File: src/rtl/sampling_pkg.sv
// Shared types and elaboration-time helpers for the sample-rate strobe generator.
package sampling_pkg;

  // Widest mode index the helpers handle; callers cast down to their MODE_W.
  localparam int MODE_IDX_W = 8;
  typedef logic [MODE_IDX_W-1:0] mode_idx_t;

  // BASE^m, evaluated at elaboration time only (feeds constant tables).
  function automatic longint unsigned period(input int base, input int m);
    longint unsigned p;
    p = 1;
    for (int i = 0; i < m; i++) p = p * longint'(base);
    return p;
  endfunction

  // The longest period's terminal count must fit in the period counter.
  function automatic bit div_w_ok(input int base, input int num_modes, input int div_w);
    return (period(base, num_modes - 1) - 1) < (64'd1 << div_w);
  endfunction

  // Every mode index must be representable on the Mode port.
  function automatic bit mode_w_ok(input int num_modes, input int mode_w);
    return (num_modes >= 2) && (num_modes <= (1 << mode_w));
  endfunction

  // One up/down step inside 0..num_modes-1, either wrapping or saturating.
  function automatic mode_idx_t step_mode(input mode_idx_t m, input bit up,
                                          input int num_modes, input bit wrap);
    mode_idx_t max_m;
    max_m = mode_idx_t'(num_modes - 1);
    if (up) begin
      if (m >= max_m) return wrap ? '0 : max_m;
      return m + mode_idx_t'(1);
    end
    if (m == '0) return wrap ? max_m : '0;
    return m - mode_idx_t'(1);
  endfunction

endpackage

File: src/rtl/btn_edge_sync.sv
// Two-flop synchroniser for a raw front-panel button plus a rising-edge pulse.
// The pulse is combinational off the synchronised level, so a request is
// registered by the consumer on the third clock edge after the button rises.
module btn_edge_sync (
  input  logic Fg_CLK,
  input  logic RESET,
  input  logic btn,
  output logic pulse
);

  logic meta;
  logic sync;
  logic sync_d;

  // Bring the asynchronous level into the clock domain and keep one cycle of history.
  always_ff @(posedge Fg_CLK or posedge RESET) begin
    if (RESET) begin
      meta   <= 1'b0;
      sync   <= 1'b0;
      sync_d <= 1'b0;
    end else begin
      meta   <= btn;
      sync   <= meta;
      sync_d <= sync;
    end
  end

  assign pulse = sync & ~sync_d;

endmodule

File: src/rtl/sampling_rate_ctrl.sv
// Sample-rate strobe generator: one-cycle Enable every BASE^Mode clocks.
// Mode requests (buttons or direct load) are held as a pending value and only
// applied on the last clock of the current period, so the strobe train never
// glitches. Ready = 1 means no change is pending; it drops on the edge a
// request is accepted and returns on the edge the pending mode is applied.
module sampling_rate_ctrl
  import sampling_pkg::*;
#(
  parameter int NUM_MODES    = 5,
  parameter int BASE         = 10,
  parameter int DIV_W        = 15,
  parameter int MODE_W       = 4,
  parameter int DEFAULT_MODE = 0,
  parameter bit WRAP         = 1'b1
) (
  input  logic              Fg_CLK,
  input  logic              RESET,
  input  logic              BtnUp,
  input  logic              BtnDn,
  input  logic              Mode_Load,
  input  logic [MODE_W-1:0] Mode_In,
  output logic              Enable,
  output logic              Ready,
  output logic [MODE_W-1:0] Mode
);

  if (!div_w_ok(BASE, NUM_MODES, DIV_W)) begin : g_bad_div_w
    $fatal(1, "sampling_rate_ctrl: DIV_W too small for BASE^(NUM_MODES-1)");
  end
  if (!mode_w_ok(NUM_MODES, MODE_W)) begin : g_bad_mode_w
    $fatal(1, "sampling_rate_ctrl: NUM_MODES must be 2..2^MODE_W");
  end
  if (DEFAULT_MODE < 0 || DEFAULT_MODE >= NUM_MODES) begin : g_bad_default
    $fatal(1, "sampling_rate_ctrl: DEFAULT_MODE out of range");
  end

  // Terminal count (P-1) per mode; entries beyond NUM_MODES are never selected.
  logic [DIV_W-1:0] last_cnt [2**MODE_W];
  for (genvar g = 0; g < 2**MODE_W; g++) begin : g_period
    if (g < NUM_MODES) begin : g_used
      assign last_cnt[g] = DIV_W'(period(BASE, g) - 1);
    end else begin : g_unused
      assign last_cnt[g] = '0;
    end
  end

  logic up_pulse;
  logic dn_pulse;

  btn_edge_sync u_up_sync (
    .Fg_CLK (Fg_CLK),
    .RESET  (RESET),
    .btn    (BtnUp),
    .pulse  (up_pulse)
  );

  btn_edge_sync u_dn_sync (
    .Fg_CLK (Fg_CLK),
    .RESET  (RESET),
    .btn    (BtnDn),
    .pulse  (dn_pulse)
  );

  logic [DIV_W-1:0]  cnt;
  logic              pend_valid;
  logic [MODE_W-1:0] pend_mode;

  logic              boundary;
  logic              apply;
  logic              load_ok;
  logic              req;
  logic              eff_pend;
  logic [MODE_W-1:0] eff_mode;
  logic [MODE_W-1:0] base_mode;
  logic [MODE_W-1:0] target;
  logic              nxt_valid;
  logic [MODE_W-1:0] nxt_mode;

  // Resolve this edge's apply and request into the next mode/pending pair.
  always_comb begin
    boundary  = (cnt == last_cnt[Mode]);
    apply     = boundary & pend_valid;
    eff_mode  = apply ? pend_mode : Mode;
    eff_pend  = pend_valid & ~apply;
    base_mode = eff_pend ? pend_mode : eff_mode;
    load_ok   = Mode_Load & ({1'b0, Mode_In} < (MODE_W+1)'(NUM_MODES));
    req       = 1'b0;
    target    = base_mode;
    if (load_ok) begin
      req    = 1'b1;
      target = Mode_In;
    end else if (up_pulse && !dn_pulse) begin
      req    = 1'b1;
      target = MODE_W'(step_mode(mode_idx_t'(base_mode), 1'b1, NUM_MODES, WRAP));
    end else if (dn_pulse && !up_pulse) begin
      req    = 1'b1;
      target = MODE_W'(step_mode(mode_idx_t'(base_mode), 1'b0, NUM_MODES, WRAP));
    end
    nxt_valid = eff_pend;
    nxt_mode  = pend_mode;
    // A request that lands on the active mode with nothing pending is a no-op.
    if (req && (eff_pend || (target != eff_mode))) begin
      nxt_valid = 1'b1;
      nxt_mode  = target;
    end
  end

  // Period counter, strobe, active mode and pending request registers.
  always_ff @(posedge Fg_CLK or posedge RESET) begin
    if (RESET) begin
      cnt        <= '0;
      Enable     <= 1'b0;
      Mode       <= MODE_W'(DEFAULT_MODE);
      pend_valid <= 1'b0;
      pend_mode  <= MODE_W'(DEFAULT_MODE);
      Ready      <= 1'b1;
    end else begin
      Enable     <= boundary;
      cnt        <= boundary ? '0 : cnt + DIV_W'(1);
      Mode       <= eff_mode;
      pend_valid <= nxt_valid;
      pend_mode  <= nxt_mode;
      Ready      <= ~nxt_valid;
    end
  end

endmodule

File: config.mk
export PLATFORM = sky130hd
export DESIGN_NAME = sampling_rate_ctrl
export DESIGN_NICKNAME = d
export VERILOG_FILES = /design/src/rtl/sampling_pkg.sv /design/src/rtl/btn_edge_sync.sv /design/src/rtl/sampling_rate_ctrl.sv
export SDC_FILE = /design/constraint.sdc
export NUM_CORES = 1
export LEC_CHECK = 0
export ABC_AREA = 1
export BUFFER_PORTS_ARGS = -buffer_cell sky130_fd_sc_hd__buf_4
export CORE_MARGIN = 3
export CORE_UTILIZATION = 35
export CTS_CLUSTER_DIAMETER = 100
export DETAILED_ROUTE_END_ITERATION = 7
export PLACE_DENSITY = 0.65
export RECOVER_POWER = 50
export SLEW_MARGIN = 20
export SYNTH_ARGS = -nofsm -noshare
export SYNTH_HDL_FRONTEND = slang
export SYNTH_SLANG_ARGS = --single-unit
export TNS_END_PERCENT = 5
File: constraint.sdc
create_clock -name Fg_CLK -period 2 [get_ports Fg_CLK]
set_input_delay 0 -clock Fg_CLK [delete_from_list [all_inputs] [get_ports Fg_CLK]]
set_output_delay 0 -clock Fg_CLK [all_outputs]
set_load 0.05 [all_outputs]
# --- Word level (Yosys, flattened, before mapping) ---
# Memory sizes are Yosys's and may differ from the RTL's.
# Cells that the tools add are included.
classes:
  addsub: 3
  n_mul: 0
  n_div: 0
  magnitude_cmp: 3
  n_eq_ne: 2
  shifts: 0
  mux: 31
  bitwise_logic: 10
  reduce_logical: 7
op_table:
  columns: ["cell", "count"]
  rows:
  - ["$mux W4", 12]
  - ["$mux W15", 3]
  - ["$mux W1", 16]
  - ["$add A15 B1 Y15 const B", 1]
  - ["$eq A15 B15 Y1", 1]
  - ["$and A1 B1 Y1", 5]
  - ["$ge A5 B5 Y1 const B", 1]
  - ["$not A4 Y5", 1]
  - ["$add A4 B1 Y4 const B", 1]
  - ["$ge A4 B3 Y1 const B", 1]
  - ["$logic_not A4 Y1", 1]
  - ["$lt A4 B3 Y1 const B", 1]
  - ["$ne A4 B4 Y1", 1]
  - ["$not A1 Y1", 4]
  - ["$sub A4 B1 Y4 const B", 1]
  - ["$logic_and A1 B1 Y1", 3]
  - ["$logic_not A1 Y1", 2]
  - ["$logic_or A1 B1 Y1", 1]
word_totals:
  reg_bits: 32
  latchBits: 0
  ram_bits: 0
  mem_bits_ro: 240
  inputBits: 9
  out_inout_bits: 6
  elab_cells: 69
  memories: 1
mem_list:
  columns: ["name", "depth", "word_bits", "rd", "rd_ports_with_merged_regs", "wr", "line_no", "text"]
  rows:
  - ["(name not given)", 16, 15, 1, 0, 0, "sampling_rate_ctrl.sv:81", "boundary = (cnt == last_cnt[Mode]);"]

# --- Depth between registers and ports, before layout ---
# Gate-level depths: netlist of run 1.
depth:
  depth_word: 24
  ltp_mapped: 19

# --- Modules after synthesis ---
# A second synthesis of run 1 with hierarchy kept.
unflattened:
  hier_cells: 272
  area_unflattened_um2: 2003.2
modules_own_cells:
  columns: ["module", "n_inst", "cells_each", "area_each_um2", "seq_area_each_um2"]
  rows:
  - ["sampling_rate_ctrl", 1, 260, 1825.5, 651.9]
  - ["btn_edge_sync", 2, 6, 88.8, 75.1]

# --- Worst setup path before layout of run 1 ---
# OpenSTA, ideal clock, no wires.
synth_timing:
  path_type: "register -> register"
  from: "register Mode[0]"
  to: "register pend_valid"
  setup_ps: 123
  arrival_ps: 2254
  t_required_ps: 1877
  path_slack_ps: -377
  path_stages_with_launch: 15
  period_less_slack_ps: 2377
  path_cell_list: "dfrtp_1 inv_2 o21ai_1 inv_1 ha_1 nor2_1 o211ai_1 a21oi_1 inv_1 nand2_1 nand2_1 nor2_2 nand2_2 nand2_4 nand2_2"
synth_via:
  elab_chain_len: 23
synth_lines:
  columns: ["item", "line_no", "text"]
  rows:
  - ["start, declared", "sampling_rate_ctrl.sv:24", "output logic [MODE_W-1:0] Mode"]
  - ["start signal, assigned", "sampling_rate_ctrl.sv:113", "Mode <= MODE_W'(DEFAULT_MODE);"]
  - ["start signal, assigned", "sampling_rate_ctrl.sv:120", "Mode <= eff_mode;"]
  - ["$not A4 Y5 (implied by the code)", "sampling_rate_ctrl.sv:81", null]
  - ["$mem_v2 Z16 W15", null, null]
  - ["$mux W15 (implied by the code) (2 in a row)", "sampling_rate_ctrl.sv:81", null]
  - ["$eq A15 B15 Y1", "sampling_rate_ctrl.sv:81", null]
  - ["$and A1 B1 Y1", "sampling_rate_ctrl.sv:82", "apply = boundary & pend_valid;"]
  - ["$not A1 Y1", "sampling_rate_ctrl.sv:84", "eff_pend = pend_valid & ~apply;"]
  - ["$and A1 B1 Y1", "sampling_rate_ctrl.sv:84", null]
  - ["$mux W4", "sampling_rate_ctrl.sv:85", "base_mode = eff_pend ? pend_mode : eff_mode;"]
  - ["[7 not listed]", null, null]
  - ["$mux W4", "sampling_pkg.sv:35", "if (m == '0) return wrap ? max_m : '0;"]
  - ["$mux W4", "sampling_rate_ctrl.sv:92", "end else if (up_pulse && !dn_pulse) begin"]
  - ["$mux W4", "sampling_rate_ctrl.sv:89", "if (load_ok) begin"]
  - ["$ne A4 B4 Y1", "sampling_rate_ctrl.sv:102", "if (req && (eff_pend || (target != eff_mode))) begin"]
  - ["$logic_or A1 B1 Y1", "sampling_rate_ctrl.sv:102", null]
  - ["$logic_and A1 B1 Y1", "sampling_rate_ctrl.sv:102", null]
  - ["$mux W1 *", "sampling_rate_ctrl.sv:102", null]
  - ["named net nxt_valid", "sampling_rate_ctrl.sv:76", "logic nxt_valid;"]
  - ["end signal, assigned", "sampling_rate_ctrl.sv:121", "pend_valid <= nxt_valid;"]
  - ["end, declared", "sampling_rate_ctrl.sv:65", "logic pend_valid;"]
# The timed path passes the listed nets; every way through them passes the cells marked *. The select of a mux whose other input is x is not followed.
# A chain may end at the register's enable or synchronous reset.

# --- Worst setup path in the final report of run 1 ---
layout_timing:
  from: "register Mode[2]"
  to: "register pend_mode[1]"
layout_rtl:
  columns: ["item", "line_no", "text"]
  rows:
  - ["$not A4 Y5 (implied by the code) *", "sampling_rate_ctrl.sv:81", null]
  - ["$mem_v2 Z16 W15 *", null, null]
  - ["$mux W15 (implied by the code) * (2 in a row)", "sampling_rate_ctrl.sv:81", null]
  - ["$eq A15 B15 Y1 *", "sampling_rate_ctrl.sv:81", null]
  - ["$and A1 B1 Y1 *", "sampling_rate_ctrl.sv:82", null]
  - ["$mux W4 *", "sampling_rate_ctrl.sv:83", "eff_mode = apply ? pend_mode : Mode;"]
  - ["named net eff_mode[0]", "sampling_rate_ctrl.sv:73", "logic [MODE_W-1:0] eff_mode;"]
  - ["$mux W4", "sampling_rate_ctrl.sv:85", null]
  - ["[5 not listed]", null, null]
  - ["$mux W4", "sampling_pkg.sv:35", null]
  - ["$mux W4", "sampling_pkg.sv:36", "return m - mode_idx_t'(1);"]
  - ["$mux W4", "sampling_pkg.sv:35", null]
  - ["$mux W4", "sampling_rate_ctrl.sv:92", null]
  - ["$mux W4", "sampling_rate_ctrl.sv:89", null]
  - ["$ne A4 B4 Y1", "sampling_rate_ctrl.sv:102", null]
  - ["$logic_or A1 B1 Y1", "sampling_rate_ctrl.sv:102", null]
  - ["$logic_and A1 B1 Y1", "sampling_rate_ctrl.sv:102", null]
  - ["end signal, assigned", "sampling_rate_ctrl.sv:115", "pend_mode <= MODE_W'(DEFAULT_MODE);"]
  - ["end signal, assigned", "sampling_rate_ctrl.sv:122", "pend_mode <= nxt_mode;"]
  - ["end, declared", "sampling_rate_ctrl.sv:66", "logic [MODE_W-1:0] pend_mode;"]
# Marked as above.

==> results.tsv, run 1 <==
stage	metric	value	unit
outcome	outcome	finished, violations left	
outcome	violated checks	setup timing	
sta	final setup vio count	7	
floorplanning	die footprint	0.00645	mm^2
sta	setup tns final	-2.17	ns
route	WL/cell	12.2	um
sta	slew margin rel.	48.8	%
critical_path	kind of start point of the critical path	flop	
route	DR vias	1937	
sta	Setup WS post-layout	-0.316	ns
power_and_ir_drop	clock power share	23.1	%
yosys	Synth warnings	0	
power_and_ir_drop	Pint	1.46	mW
grt	largest net degree at the start of global routing	21	
critical_path	CP max stage delay	0.44	ns
place	placer congestion estimate	0.863	
place	PortBufs	14	
floorplanning	starting density of the core	36.9	%
critical_path	Worst Path Required	2.22	ns
route	1st-iter DRT viols	170	
floorplanning	io pins	15	
clock_network	CTS tree	built	
clock_network	Clock Pin Slew Worst Setup and Hold Paths	0.06	ns
floorplanning	Std-Cell Core Area	0.00524	mm^2
clock_network	CTS Sinks	32	
cells_and_area	Layout Area Growth over Synthesis	46.2	%
floorplanning	Rows	26	
cells_and_area	layout cells sized above 1	39.6	%
yosys	Synth Register Bits	32	
power_and_ir_drop	power per cell area	807	mW/mm^2
grt	global-route wire length before repair	8.24	mm
critical_path	CP delay by family, top	simple AND/OR/NAND/NOR gates	
clock_network	Clock Path Buffers	2	
grt	number of global-route vias before repair	1816	
sta	min Tclk post-route	2.32	ns
yosys	Mapped Cells	265	
hold_path	worst hold path class	in -> reg	
yosys	sequential element share of the synthesized area	41.5	%
sta	Tightest Pin Transition	0.767	ns
power_and_ir_drop	maximum vdd ir drop	0.000418	V
critical_path	CP max stage cell	dfrtp_2	
clock_network	Skew-Pair Late Insertion Delay	0.29	ns
grt	Global Route Usage Sum	16.5	%
floorplanning	Chip Height	80.3	um
route	Residual DRC	0	
critical_path	Setup CP Type	reg -> reg	
cells_and_area	# diodes	0	
power_and_ir_drop	Comb pwr share	40.7	%
sta	FMAX	432	MHz
grt	remaining global-route overflow	0	
cells_and_area	Filler Cell Count	478	
critical_path	sum of buffers and inverters on the critical path	0	
cells_and_area	most frequent cells in the layout	buf_4, nand2_1, inv_1, dfrtp_1, nor2_1	
clock_network	# H-tree levels	2	
yosys	Synth Area per Inst	7.29	um^2
sta	part of the cycle the worst path needs	116	%
route	ANT nets after route	0	
critical_path	flop-to-flop setup slack	-0.32	ns
power_and_ir_drop	Seq pwr share	36.1	%
clock_network	root buf cell	clkbuf_8	
yosys	Post-Syn Nets	279	
critical_path	Critical Path AT	2.54	ns
floorplanning	die width	80.3	um
sta	hold slack	0.201	ns
power_and_ir_drop	Lkg Pwr	1.45	nW
route	Post-Route WL	5.07	mm
job	Max-Cap Viols	0	
power_and_ir_drop	switching share of power	36.1	%
power_and_ir_drop	net switching power	0.823	mW
critical_path	Worst setup EP type	flop	
sta	clock skew	0.00943	ns
sta	max-slew violations	0	
yosys	Cell variety after synth	28	
route	1st-pass router iterations	5	
critical_path	Crit path top cell by count	nand2_2	
critical_path	CP Max Fanout	6	
cells_and_area	fin nets	359	
cells_and_area	commonest non-fill, non-tap cell in the layout	buf_4	
yosys	Cell Area, Synth	0.00193	mm^2
sta	final hold viol count	0	
place	detailed placer's ending HPWL	3.38	mm
grt	initial antenna violation count	0	
sta	RSZ-0062 raised after global routing	yes	
critical_path	CP cell instances	nor2_4 > nand3_2 > nand2_1 > nand2_1 > nor2_1 > nand2_2 > nor2_4 > nand3_4 > nand2_2 > nand2_2 > nand2_2 > nand3_2 > nor2_2 > nand2_2 > nand2_4 > nand2_2 > nand2_1	
route	Avg Vias per Cell	4.66	
clock_network	Num CTS Buffers	5	
## per-layer routing
layer  GRT usage [%]  vias up  part of all wire (%)
li1                -     1000                     -
met1            23.1      888                    47
met2            25.2       45                    47
met3            3.14        4                   5.3
met4            6.08        0                   1.2
met5               0        -                     0
## kinds of logic after synthesis
family,count (synthesis),share of synthesized area (%)
fa+ha+maj,5,3.24
flops,32,41.5
xor+xnor,5,2.27
compound gates,23,6.47
buf+inv,46,9.19
simple gates,154,37.3
## worst paths after layout
| path | start | to | cells past startpoint |
|---|---|---|---|
| max | Mode[2] | pend_mode[1] | 17 |
| min | Mode_In[2] | pend_mode[2] | 5 |
| max reg2reg | Mode[2] | pend_mode[1] | 17 |
| min reg2reg | u_dn_sync.meta | u_dn_sync.sync | 0 |
| max in group asynchronous | RESET | u_dn_sync.sync_d | 4 |
| min in group asynchronous | RESET | cnt[1] | 3 |
## state kept, by name (all words and copies together), names as in the netlist
| register | cells |
|---|---|
| Ready | 1 |
| u_dn_sync.meta | 1 |
| u_up_sync.sync | 1 |
| Enable | 1 |
| u_up_sync.meta | 1 |
| u_dn_sync.sync | 1 |
| pend_mode | 4 |
| cnt | 15 |
| Mode | 4 |
| u_dn_sync.sync_d | 1 |
| u_up_sync.sync_d | 1 |
| pend_valid | 1 |
## power by group through the flow
stage / Sequential [mW] / Combinational [mW] / Clock (mW)
after floorplan: 0.833 / 0.450 / 0
after global placement: 0.832 / 0.796 / 0
after detailed placement: 0.832 / 0.798 / 0
after CTS: 0.820 / 0.844 / 0.539
after global routing: 0.836 / 1.04 / 0.571
final: 0.824 / 0.929 / 0.527
## synth_stat cells
| library cell | number | area share [%] |
|---|---|---|
| nor2_4 | 4 | 2.3 |
| o211ai_1 | 2 | 0.78 |
| nand3_4 | 1 | 0.91 |
| a31oi_1 | 2 | 0.65 |
| nand4_1 | 6 | 1.9 |
| ha_1 | 5 | 3.2 |
| xor2_1 | 5 | 2.3 |
| dfstp_2 | 1 | 1.4 |
| nor2_2 | 2 | 0.65 |
| nor3_1 | 5 | 1.3 |
| inv_2 | 5 | 0.97 |
| nor3b_1 | 2 | 0.78 |
| nor4_1 | 2 | 0.65 |
| nor2_1 | 32 | 6.2 |
| dfrtp_1 | 31 | 40 |
| nand3_1 | 21 | 5.4 |
| nand2_2 | 2 | 0.65 |
| nand2_1 | 72 | 14 |
| inv_1 | 39 | 7.6 |
| buf_4 | 1 | 0.39 |
| nand3_2 | 2 | 1.0 |
| a21o_1 | 1 | 0.39 |
| a21oi_1 | 6 | 1.6 |
| buf_2 | 1 | 0.26 |
| nand2_4 | 2 | 1.2 |
| and3_1 | 1 | 0.32 |
| o21ai_0 | 6 | 1.6 |
| o21ai_1 | 6 | 1.6 |
## cell type report
type	count	area, um^2	share of cell area, %
clock buffers	7	86.3	3.05
clock inverters	1	7.51	0.266
inverters	44	168	5.93
multi-input cells	187	1090	38.6
flip-flops and latches	32	811	28.7
well taps	70	87.6	3.10
repair buffers	75	574	20.3
## what timing repair did
action / in CTS / in global routing
endpoints found under the hold margin: 19 / 0
setup endpoints to repair: 8 / 19
hold buffers: 3 / 0
gates resized for setup: 16 / 31
buffers inserted: 7 / 5
pin swaps: 17 / 22
gates cloned: 0 / 0
## worst register-to-register path, cell delays in order, from the launching register on
cell,delay [ns]
dfrtp_2,0.44
nor2_4,0.22
nand3_2,0.10
nand2_1,0.10
nand2_1,0.06
nor2_1,0.13
nand2_2,0.10
nor2_4,0.15
nand3_4,0.14
nand2_2,0.10
nand2_2,0.06
nand2_2,0.07
nand3_2,0.08
nor2_2,0.14
nand2_2,0.11
nand2_4,0.13
nand2_2,0.06
nand2_1,0.05
## stage by stage
step                utilization, %  instances  total power [mW]  worst slack, ns  instance area [um^2]
floorplan                        -        265              1.28           -0.107                  1950
global placement              47.3        393              1.63           -0.285                  2480
detailed placement            47.3        393              1.63           -0.300                  2480
CTS                           51.6        411              2.20           -0.233                  2710
global route                  54.0        416              2.44           -0.444                  2830
finish                        54.0        416              2.28           -0.316                  2830
(Power assumes the default switching activity.)
==> run 2: changes to the inputs <==
--- a/config.mk
+++ b/config.mk
@@ -10,9 +10,11 @@
 export CORE_MARGIN = 3
 export CORE_UTILIZATION = 35
 export CTS_CLUSTER_DIAMETER = 100
+export CTS_CLUSTER_SIZE = 40
 export DETAILED_ROUTE_END_ITERATION = 7
-export PLACE_DENSITY = 0.65
+export PLACE_DENSITY = 0.51
 export RECOVER_POWER = 50
+export SETUP_SLACK_MARGIN = 0.1
 export SLEW_MARGIN = 20
 export SYNTH_ARGS = -nofsm -noshare
 export SYNTH_HDL_FRONTEND = slang
==> run 2 against run 1 <==
Compared with the run above: hold slack worse by 0.075 ns; non-clock buffer count is 1 lower; critical path type unchanged; the run still ends with setup timing left; cell count shrank 0.24%; largest cell class unchanged; largest power group unchanged.
==> results.tsv, run 2 (synthesis results as in run 1) <==
stage	metric	value	unit	change
outcome	outcome	finished, violations left		
outcome	violated checks	setup timing		
critical_path	flop-to-flop setup slack	-0.24	ns	+0.08 ns
sta	FMAX	447	MHz	+3.6%
grt	number of global-route vias before repair	1872		+3.1%
hold_path	hold depth	5		unchanged
grt	met2 Use GR	25.0	%	-0.25 points
cells_and_area	most frequent cells in the layout	nand2_1, buf_4, inv_1, dfrtp_1, nor2_1		
critical_path	CP max stage delay	0.52	ns	+0.08 ns
cells_and_area	Largest regs	cnt (15), Mode (4), pend_mode (4)		
clock_network	Clock Pin Slew Worst Setup and Hold Paths	0.07	ns	about the same
floorplanning	starting density of the core	36.9	%	unchanged
hold_path	hold path startpoint	Mode_In[2]		
critical_path	Critical Path AT	2.40	ns	-0.14 ns
critical_path	CP delay by family, top	simple AND/OR/NAND/NOR gates		
cells_and_area	# diodes	0		unchanged
cells_and_area	commonest non-fill, non-tap cell in the layout	nand2_1		
power_and_ir_drop	maximum vdd ir drop	0.000691	V	+65%
cells_and_area	Filler Cell Count	530		+11%
sta	Tightest Pin Transition	0.611	ns	-0.157 ns
critical_path	CP Max Fanout	6		unchanged
route	1st-iter DRT viols	101		-41%
sta	slew margin rel.	59.3	%	+11 points
power_and_ir_drop	Lkg Pwr	1.44	nW	-1.0%
critical_path	kind of start point of the critical path	flop		
clock_network	Clock Path Buffers	2		unchanged
floorplanning	Rows	26		unchanged
critical_path	reg2reg end	pend_valid		
cells_and_area	fin nets	358		-0.28%
place	Placed Cells	400		+1.8%
hold_path	Hold Path End	pend_mode[2]		
clock_network	# H-tree levels	2		unchanged
clock_network	Skew-Pair Late Insertion Delay	0.29	ns	about the same
critical_path	CP cell instances	buf_6 > o21ai_2 > nand3_1 > nand2_1 > nand3_2 > nor2_4 > nand3_4 > nand2_2 > nand2_2 > nand2_2 > nand3_2 > nor2_2 > nand2_2 > nand2_4 > nand2_2		
sta	part of the cycle the worst path needs	112	%	-4.0 points
critical_path	sum of buffers and inverters on the critical path	1		+1
floorplanning	io pins	15		unchanged
grt	initial antenna violation count	0		unchanged
clock_network	CTS Sinks	32		unchanged
sta	RSZ-0062 raised after global routing	yes		
grt	global-route wire length before repair	8.46	mm	+2.7%
place	DP Worst Slack	-0.255	ns	+0.0447 ns
sta	min Tclk post-route	2.24	ns	-0.0799 ns
grt	busiest layer in global routing	met2		
clock_network	Num CTS Buffers	5		unchanged
sta	final hold viol count	0		unchanged
critical_path	Reg2Reg Depth	15		-2
sta	max-slew violations	0		unchanged
floorplanning	Std-Cell Core Area	0.00524	mm^2	unchanged
grt	Global Route Usage Sum	16.9	%	+0.41 points
critical_path	CP max stage cell	dfrtp_4		
floorplanning	Chip Height	80.3	um	unchanged
route	Post-Route WL	4.94	mm	-2.5%
cells_and_area	final cell count without fillers	415		-0.24%
critical_path	worst r2r src	Mode[0]		
cells_and_area	Layout Area Growth over Synthesis	44.8	%	
route	Avg Vias per Cell	4.60		-1.3%
place	placer congestion estimate	0.865		+0.22%
critical_path	Crit path top cell by count	nand2_2		
critical_path	Setup CP Type	reg -> reg		
clock_network	CTS tree	built		
cells_and_area	Top reg by flops	cnt		
job	Max-Cap Viols	0		unchanged
grt	GR Layer Usage met3	3.03	%	-0.11 points
floorplanning	die width	80.3	um	unchanged
sta	clock skew	0.0121	ns	+0.00271 ns
hold_path	worst hold path class	in -> reg		
grt	remaining global-route overflow	0		unchanged
sta	final setup vio count	6		-1
place	PortBufs	14		unchanged
sta	Setup WS post-layout	-0.236	ns	+0.0799 ns
clock_network	root buf cell	clkbuf_8		
grt	largest net degree at the start of global routing	14		-33%
route	Residual DRC	0		unchanged
power_and_ir_drop	power per cell area	814	mW/mm^2	+0.87%
critical_path	Worst setup EP type	flop		
grt	GRT met1 Usage	24.6	%	+1.4 points
route	1st-pass router iterations	4		-1
critical_path	Worst Path Required	2.16	ns	-0.06 ns
route	WL/cell	11.9	um	-2.3%
place	detailed placer's ending HPWL	3.78	mm	+12%
cells_and_area	layout cells sized above 1	36.2	%	-3.4 points
route	DR vias	1908		-1.5%
route	ANT nets after route	0		unchanged
floorplanning	die footprint	0.00645	mm^2	unchanged
cells_and_area	max reg flops	15		unchanged
-- run 2: cell types whose count changed in the layout (fill, tap and decap cells not counted), moves of 2 or more --
cell / delta
nor2_1: +3
nor2_2: -3
nand2_2: -7
buf_6: -2
nand2_1: +8
-- run 2: how the worst max path moves through the flow --
stage          startpoint           end  slack, ns  depth (start not counted)
2_1_floorplan     Mode[0]    pend_valid      -0.11                         14
3_3_place_gp      Mode[0]  pend_mode[2]      -0.25                         17
3_5_place_dp      Mode[0]  pend_mode[3]      -0.25                         17
4_1_cts           Mode[0]    pend_valid      -0.19                         15
5_1_grt           Mode[1]    pend_valid      -0.40                         17
6_report          Mode[0]    pend_valid      -0.24                         15
-- run 2: report_power, final --
| part | switching (mW) | total [mW] | internal [mW] |
|---|---|---|---|
| combinational | 0.481 | 0.908 | 0.427 |
| sequential | 0.0688 | 0.812 | 0.743 |
| clock | 0.244 | 0.558 | 0.314 |
| total | 0.794 | 2.28 | 1.48 |
-- run 2: layout make-up --
type	count	area (um^2)	share of cell area, %
repair buffers	74	572	20.4
flip-flops and latches	32	810	28.9
clock buffers	8	100	3.58
well taps	70	87.6	3.13
multi-input cells	187	1050	37.7
inverters	44	175	6.26
-- run 2: worst register-to-register path: cells and delay by family (launching register included) --
family                 cells  cell delay (ns)
buffers and inverters      1             0.14
and+or+nand+nor           13             1.30
DFF                        1             0.52
AOI/OAI and AO/OA          1             0.15
-- run 2: metal layers --
metal | up-vias | routed length (um)
met5 | - | 0
met3 | 6 | 156
met4 | 0 | 63
met2 | 23 | 2190
li1 | 993 | -
met1 | 886 | 2530
-- run 2: through the flow --
step | area, um^2 | utilization, % | hold WS, ns | setup TNS [ns] | total power [mW]
2_1_floorplan | 1950 | - | 0.0314 | -0.607 | 1.28
3_3_place_gp | 2540 | 48.5 | 0.0538 | -1.45 | 1.67
3_5_place_dp | 2540 | 48.5 | 0.0584 | -1.44 | 1.66
4_1_cts | 2720 | 52.0 | 0.214 | -1.08 | 2.25
5_1_grt | 2800 | 53.4 | 0.174 | -2.59 | 2.45
6_report | 2800 | 53.4 | 0.126 | -1.29 | 2.28
-- run 2: repair_timing --
action                                 4_1_cts  5_1_grt
buffers inserted                             2        2
endpoints found under the hold margin       13        0
hold buffers                                 3        0
pin swaps                                   16        8
resized for setup                           12       22
cloned                                       0        0
setup endpoints to repair                   14       25
